--- config.mk ---
export PLATFORM = sky130hd
export DESIGN_NAME = fifo_wr_ctrl_flat
export DESIGN_NICKNAME = d
export VERILOG_FILES = /design/src/rtl/fifo_wr_ctrl_if.sv /design/src/rtl/fifo_wr_ctrl.sv /design/src/flat_wrapper.sv
export SDC_FILE = /design/constraint.sdc
export NUM_CORES = 1
export LEC_CHECK = 0
export CAP_MARGIN = 10
export CORE_MARGIN = 2
export CORE_UTILIZATION = 45
export CTS_BUF_LIST = sky130_fd_sc_hd__clkbuf_16
export DETAILED_ROUTE_END_ITERATION = 16
export MAX_ROUTING_LAYER = met4
export PLACE_DENSITY = 0.83
export SETUP_SLACK_MARGIN = 0.2
export SLEW_MARGIN = 0
export SYNTH_ARGS = -nofsm -noshare
export SYNTH_HDL_FRONTEND = slang
export SYNTH_SLANG_ARGS = --single-unit
--- constraint.sdc ---
create_clock -name wr_clk -period 2.1 [get_ports wr_clk]
set_clock_uncertainty 0.2 [all_clocks]
set_input_delay 0.315 -clock wr_clk [delete_from_list [all_inputs] [get_ports wr_clk]]
set_output_delay 0.315 -clock wr_clk [all_outputs]
set_load 0.01 [all_outputs]
--- src/rtl/fifo_wr_ctrl_if.sv ---
// ============================================================================
// Module   : fifo_wr_ctrl_if
// Brief    : Producer stream and FIFO write-port bundle for fifo_wr_ctrl.
// Revision : 1.0 - initial release
// ============================================================================
`default_nettype none

interface fifo_wr_ctrl_if #(
   parameter int WIDTH = 8
) ();
   logic             s_valid;
   logic [WIDTH-1:0] s_data;
   logic             s_last;
   logic             s_ready;
   logic             fifo_full;
   logic             wr_en;
   logic [WIDTH-1:0] wr_data;

   // master is the environment side: the producer plus the FIFO's full flag
   modport master (
      output s_valid, s_data, s_last, fifo_full,
      input  s_ready, wr_en, wr_data
   );

   modport slave (
      input  s_valid, s_data, s_last, fifo_full,
      output s_ready, wr_en, wr_data
   );
endinterface

`default_nettype wire

--- src/rtl/fifo_wr_ctrl.sv ---
// ============================================================================
// Module   : fifo_wr_ctrl
// Brief    : Async-FIFO write-side ingress controller with 2-entry skid buffer
//            and mid-packet stall timeout. Macro FIFO_WR_CTRL_STATS_EN builds
//            the word/drop statistics counters.
// Revision : 1.0 - initial release
// ============================================================================
`default_nettype none

module fifo_wr_ctrl #(
   parameter int WIDTH   = 8,
   parameter int TIMEOUT = 64,
   parameter int CNT_W   = 16
) (
   input  wire logic             wr_clk,
   input  wire logic             rstn,
   fifo_wr_ctrl_if.slave         bus,
   output logic                  pkt_drop,
   output logic                  busy,
   output logic [CNT_W-1:0]      word_cnt,
   output logic [CNT_W-1:0]      drop_cnt
);

   localparam logic [15:0] C_STALL_MAX = 16'(TIMEOUT - 1);

   typedef enum logic [1:0] {
      ST_IDLE = 2'd0,
      ST_XFER = 2'd1,
      ST_DROP = 2'd2
   } state_t;

   state_t           r_state;
   state_t           w_state_nxt;
   logic [WIDTH-1:0] r_data [2];
   logic             r_last [2];
   logic             r_head;
   logic [1:0]       r_count;
   logic [15:0]      r_stall;
   logic [15:0]      w_stall_nxt;
   logic [WIDTH-1:0] r_hold;
   logic             r_pkt_drop;
   logic             w_drop_enter;

   logic             w_head_valid;
   logic [WIDTH-1:0] w_head_data;
   logic             w_head_last;
   logic             w_ready;
   logic             w_accept;
   logic             w_wr_en;
   logic             w_drop_pop;
   logic             w_pop;
   logic             w_push;
   logic             w_tail;

   assign w_head_valid = (r_count != 2'd0);
   assign w_head_data  = r_data[r_head];
   assign w_head_last  = r_last[r_head];
   assign w_ready      = (r_state == ST_DROP) || (r_count != 2'd2);
   assign w_accept     = bus.s_valid && w_ready;
   assign w_wr_en      = w_head_valid && !bus.fifo_full && (r_state != ST_DROP);
   assign w_drop_pop   = (r_state == ST_DROP) && w_head_valid;
   assign w_pop        = w_wr_en || w_drop_pop;
   // in DROP with an empty buffer, accepted beats are discarded, not stored
   assign w_push       = w_accept && !((r_state == ST_DROP) && !w_head_valid);
   assign w_tail       = r_head ^ r_count[0];

   always_comb begin
      w_state_nxt  = r_state;
      w_stall_nxt  = r_stall;
      w_drop_enter = 1'b0;
      case (r_state)
         ST_IDLE: begin
            w_stall_nxt = 16'd0;
            if (w_wr_en && !w_head_last) begin
               w_state_nxt = ST_XFER;
            end
         end
         ST_XFER: begin
            if (w_wr_en) begin
               w_stall_nxt = 16'd0;
               if (w_head_last) begin
                  w_state_nxt = ST_IDLE;
               end
            end else if (w_head_valid && bus.fifo_full) begin
               if (r_stall == C_STALL_MAX) begin
                  w_state_nxt  = ST_DROP;
                  w_stall_nxt  = 16'd0;
                  w_drop_enter = 1'b1;
               end else begin
                  w_stall_nxt = r_stall + 16'd1;
               end
            end
         end
         ST_DROP: begin
            w_stall_nxt = 16'd0;
            if (w_drop_pop) begin
               if (w_head_last) begin
                  w_state_nxt = ST_IDLE;
               end
            end else if (w_accept && bus.s_last) begin
               w_state_nxt = ST_IDLE;
            end
         end
         default: begin
            w_state_nxt = ST_IDLE;
            w_stall_nxt = 16'd0;
         end
      endcase
   end

   always_ff @(posedge wr_clk or negedge rstn) begin
      if (!rstn) begin
         r_state    <= ST_IDLE;
         r_stall    <= 16'd0;
         r_pkt_drop <= 1'b0;
      end else begin
         r_state    <= w_state_nxt;
         r_stall    <= w_stall_nxt;
         r_pkt_drop <= w_drop_enter;
      end
   end

   always_ff @(posedge wr_clk or negedge rstn) begin
      if (!rstn) begin
         r_head  <= 1'b0;
         r_count <= 2'd0;
         r_hold  <= '0;
         for (int i = 0; i < 2; i++) begin
            r_data[i] <= '0;
            r_last[i] <= 1'b0;
         end
      end else begin
         r_count <= r_count + {1'b0, w_push} - {1'b0, w_pop};
         if (w_pop) begin
            r_head <= ~r_head;
         end
         if (w_push) begin
            r_data[w_tail] <= bus.s_data;
            r_last[w_tail] <= bus.s_last;
         end
         if (w_head_valid) begin
            r_hold <= w_head_data;
         end
      end
   end

   assign bus.s_ready = w_ready;
   assign bus.wr_en   = w_wr_en;
   assign bus.wr_data = w_head_valid ? w_head_data : r_hold;
   assign pkt_drop    = r_pkt_drop;
   assign busy        = w_head_valid || (r_state != ST_IDLE);

`ifdef FIFO_WR_CTRL_STATS_EN
   logic [CNT_W-1:0] r_word_cnt;
   logic [CNT_W-1:0] r_drop_cnt;

   always_ff @(posedge wr_clk or negedge rstn) begin
      if (!rstn) begin
         r_word_cnt <= '0;
         r_drop_cnt <= '0;
      end else begin
         if (w_wr_en && (r_word_cnt != '1)) begin
            r_word_cnt <= r_word_cnt + 1'b1;
         end
         if (w_drop_enter && (r_drop_cnt != '1)) begin
            r_drop_cnt <= r_drop_cnt + 1'b1;
         end
      end
   end

   assign word_cnt = r_word_cnt;
   assign drop_cnt = r_drop_cnt;
`else
   assign word_cnt = '0;
   assign drop_cnt = '0;
`endif

endmodule

`default_nettype wire

--- src/flat_wrapper.sv ---
// flat-port wrapper written by rule: the top's interface ports become plain ports
module fifo_wr_ctrl_flat 
#(
   parameter int WIDTH   = 8,
   parameter int TIMEOUT = 64,
   parameter int CNT_W   = 16
)
  (wr_clk, rstn, pkt_drop, busy, word_cnt, drop_cnt, bus_s_valid, bus_s_data, bus_s_last, bus_fifo_full, bus_s_ready, bus_wr_en, bus_wr_data);
  fifo_wr_ctrl_if #(.WIDTH(WIDTH)) bus_i ();
  input  wire logic wr_clk;
  input  wire logic rstn;
  output logic pkt_drop;
  output logic busy;
  output logic [CNT_W-1:0] word_cnt;
  output logic [CNT_W-1:0] drop_cnt;
  input wire logic [$bits(bus_i.s_valid)-1:0] bus_s_valid;
  input wire logic [$bits(bus_i.s_data)-1:0] bus_s_data;
  input wire logic [$bits(bus_i.s_last)-1:0] bus_s_last;
  input wire logic [$bits(bus_i.fifo_full)-1:0] bus_fifo_full;
  output wire logic [$bits(bus_i.s_ready)-1:0] bus_s_ready;
  output wire logic [$bits(bus_i.wr_en)-1:0] bus_wr_en;
  output wire logic [$bits(bus_i.wr_data)-1:0] bus_wr_data;
  assign bus_i.s_valid = bus_s_valid;
  assign bus_i.s_data = bus_s_data;
  assign bus_i.s_last = bus_s_last;
  assign bus_i.fifo_full = bus_fifo_full;
  assign bus_s_ready = bus_i.s_ready;
  assign bus_wr_en = bus_i.wr_en;
  assign bus_wr_data = bus_i.wr_data;
  fifo_wr_ctrl #(.WIDTH(WIDTH), .TIMEOUT(TIMEOUT), .CNT_W(CNT_W)) u_core (.wr_clk(wr_clk), .rstn(rstn), .bus(bus_i), .pkt_drop(pkt_drop), .busy(busy), .word_cnt(word_cnt), .drop_cnt(drop_cnt));
endmodule
==> results <==
-- power groups by stage --
| stage | Combinational [mW] | Sequential, mW | Clock, mW |
|---|---|---|---|
| floorplan | 1.05 | 1.38 | 0 |
| global placement | 1.78 | 1.40 | 0 |
| detailed placement | 1.82 | 1.42 | 0 |
| CTS | 1.90 | 1.41 | 0.804 |
| global route | 2.88 | 1.51 | 0.854 |
| finish | 2.74 | 1.49 | 0.796 |
-- layer usage --
| layer | vias to the layer above | global-route usage | share of wire |
|---|---|---|---|
| met5 | - | - | 0 |
| met4 | 0 | 0.0614 | 0.028 |
| met3 | 18 | 0.0391 | 0.039 |
| met2 | 72 | 0.315 | 0.56 |
| met1 | 951 | 0.198 | 0.37 |
| li1 | 870 | - | - |
-- timing repair --
action	CTS	global route
setup endpoints to repair	48	40
hold buffers	1	0
hold endpoints to repair	48	0
cloned	1	2
setup buffers	7	7
pin swaps	5	17
resized for setup	62	64
-- worst paths after layout --
check                             startpoint            endpoint  slack [ns]  depth (start not counted)
setup / recovery           u_core.r_stall[0]  u_core.r_stall[12]       -0.07                          7
hold / removal             u_core.r_data[10]   u_core.r_data[10]        0.31                          1
setup reg to reg           u_core.r_stall[0]  u_core.r_stall[12]       -0.07                          7
hold reg to reg            u_core.r_data[10]   u_core.r_data[10]        0.31                          1
max in group asynchronous               rstn   u_core.r_state[1]        0.80                          3
min in group asynchronous               rstn  u_core.r_stall[15]        0.46                          3
-- worst max-delay path, delay by kind of cell (launching register included) --
family,cells,cell delay (ns)
simple gates,3,0.88
flops,1,0.35
compound gates,2,0.26
buf+inv,1,0.19
fa+ha+maj,1,0.17
-- registers in the layout, summed over array words and instances (netlist names) --
name             cells
u_core.r_last        2
u_core.r_stall      16
u_core.r_data       16
u_core.r_state       2
u_core.pkt_drop      1
u_core.r_count       2
u_core.r_hold        8
u_core.r_head        1
-- final cells by class --
class | instances | area share
clock buffer | 5 | 0.0353
clock inverter | 3 | 0.00601
inverter | 5 | 0.00672
multi-input combinational | 173 | 0.392
sequential | 48 | 0.340
tap | 72 | 0.0255
timing repair buffer | 71 | 0.195
-- through the flow --
step	setup TNS [ns]	instances
after CTS	-0.00706	368
after global routing	-1.80	377
after global placement	0	351
after floorplan	0	262
after detailed placement	-0.00620	351
final	-0.674	377
-- synth_stat cells (2+ instances only) --
library cell	instances
o21ai_0	10
or2_2	2
a21oi_1	3
ha_1	3
or3_1	5
nor2_1	21
xor2_1	7
mux2_2	19
clkbuf_1	2
buf_4	32
mux2i_1	8
nor3b_1	2
inv_1	5
xnor2_1	9
nand3_1	7
nand2_1	17
dfrtp_1	48
o21ai_2	2
nor3_1	4
nor2b_1	2
nand4_1	3
-- cell usage in the layout, fill, tap and decap left out, types with 2 or more instances in the layout --
cell type / Yosys / routed
xnor2_1: 9 / 7
buf_6: 1 / 9
dfrtp_1: 48 / 46
nand4_1: 3 / 3
buf_12: 0 / 5
ha_4: 0 / 2
nand2_4: 0 / 7
inv_1: 5 / 3
buf_4: 32 / 30
nor3b_1: 2 / 2
xor2_1: 7 / 7
mux2_2: 19 / 10
o21ai_2: 2 / 9
o21ai_4: 1 / 3
mux2_4: 0 / 9
nor2_1: 21 / 20
clkdlybuf4s50_1: 0 / 12
buf_2: 1 / 10
nand3_1: 7 / 6
mux2i_1: 8 / 8
clkbuf_16: 0 / 7
nor3_1: 4 / 3
dfrtp_2: 0 / 2
inv_6: 0 / 2
inv_4: 0 / 2
conb_1: 1 / 32
nand2_1: 17 / 9
or3_1: 5 / 4
or2_4: 0 / 2
-- cell families after synthesis --
logic type / after synthesis / share of synthesized area
other cells: 1 / 0.00150
buf+inv: 41 / 0.113
mux: 27 / 0.118
compound gates: 22 / 0.0617
flops: 48 / 0.481
simple gates: 73 / 0.153
fa+ha+maj: 3 / 0.0150
xor+xnor: 16 / 0.0562
==> metrics <==
input/output buffers 24; fmax roughly 460 MHz; sequential cell area roughly 0.0012 sq mm; Post-Route Utilization 0.651; clock tree root driver cell clkbuf_16; Yosys warnings 0; status complete, but fails checks; dpl cell area 0.00293 sq mm; dpl ws -0.00246 ns; Layout Nets between 300 and 400; cell internal pwr ~3.2 mW; ant diodes 0; Hold Crit Class flip-flop to flip-flop; I/O pin count 57; Slew @ Worst Pin 0.601 ns; top cell type's share of synthesized area 0.481; Synth area leader dfrtp_1; final critical-path share of the clock period 1.03; ranking of synthesized cells by area dfrtp_1 48%, buf_4 9.6%, mux2_2 8.6%; crit path DAT 2.15 ns; All-Layer GR Usage 0.178; max_cap viols 0; Comb pwr share 0.545; Max rail drop VDD ~0.96 mV; Worst-Skew Late Latency 0.29 ns; WP data required 2.08 ns; drc violations 0; top_reg_cell synth dfrtp_1; leakage ~1.7 nW; Starting Density 0.459; Worst setup EP type flip-flop; number of H-tree levels 2; CP cell instances ha_2 > or4bb_4 > nor4_4 > buf_4 > or3_4 > a21oi_2 > a31o_2; die span in y 78.5 um; CTS Buffer Depth 2; fraction of registers with async set/reset 1.00; worst setup margin -0.0703 ns; relative slew slack 0.599; post-route ant nets 0; DR iter-0 viols 105; violated checks setup timing; Fin. Hold Viols 0; std cell rows 27; global-route wire length before repair 8250 um; layout cells sized above 1 0.423; synthesized area per cell 10.8 sq um; post-synthesis sequential area ratio 0.481; FILL cells 376; Min Hold Slack 0.313 ns; Synth Instances 231; CP peak stage delay between 0.5 and 0.6 ns; Multi-input gate area 0.00139 sq mm; CTS tree yes; setup violators final 14; PD cells 1420 mW/mm^2; Seq pwr share 0.296; DRT Pass-1 Iters 4; number of flops mapped to enable cells by yosys 0; Die Width 78.5 um; power share of the clock group 0.159; Post-Syn Area 0.00249 sq mm; post-route cell area 0.00354 sq mm; DP HPWL between 3000 and 4000 um; Die Footprint 0.00616 sq mm; antenna violations before repair 0; Sw Share 0.365; DR vias 1911; Yosys cell types 41; routed vias/inst between 5 and 6; Crit Path Category flip-flop to flip-flop; Worst-path clk slew 0.07 ns; crit-path max FO 4; gpl congestion 0.818; Tot Pwr between 5 and 6 mW; Sw Pwr 1.83 mW; core area between 0.005 and 0.006 sq mm; vias in the first global route 1817; unrepaired setup endpoints after global routing true; #FFs+latches synth 48; slowest stage cell, crit path or4bb_4; Final min period roughly 2.2 ns; gr ovfl total 0; TritonCTS Buffers 5; DR WL/cell 16.6 um; clk sinks 48; final wirelength 6260 um; largest net degree at the start of global routing 49; Critical Path Start Type flip-flop; Syn-to-layout area delta 41.9%; max-slew violations 0
No activity file was read; power rests on OpenSTA's default activity.
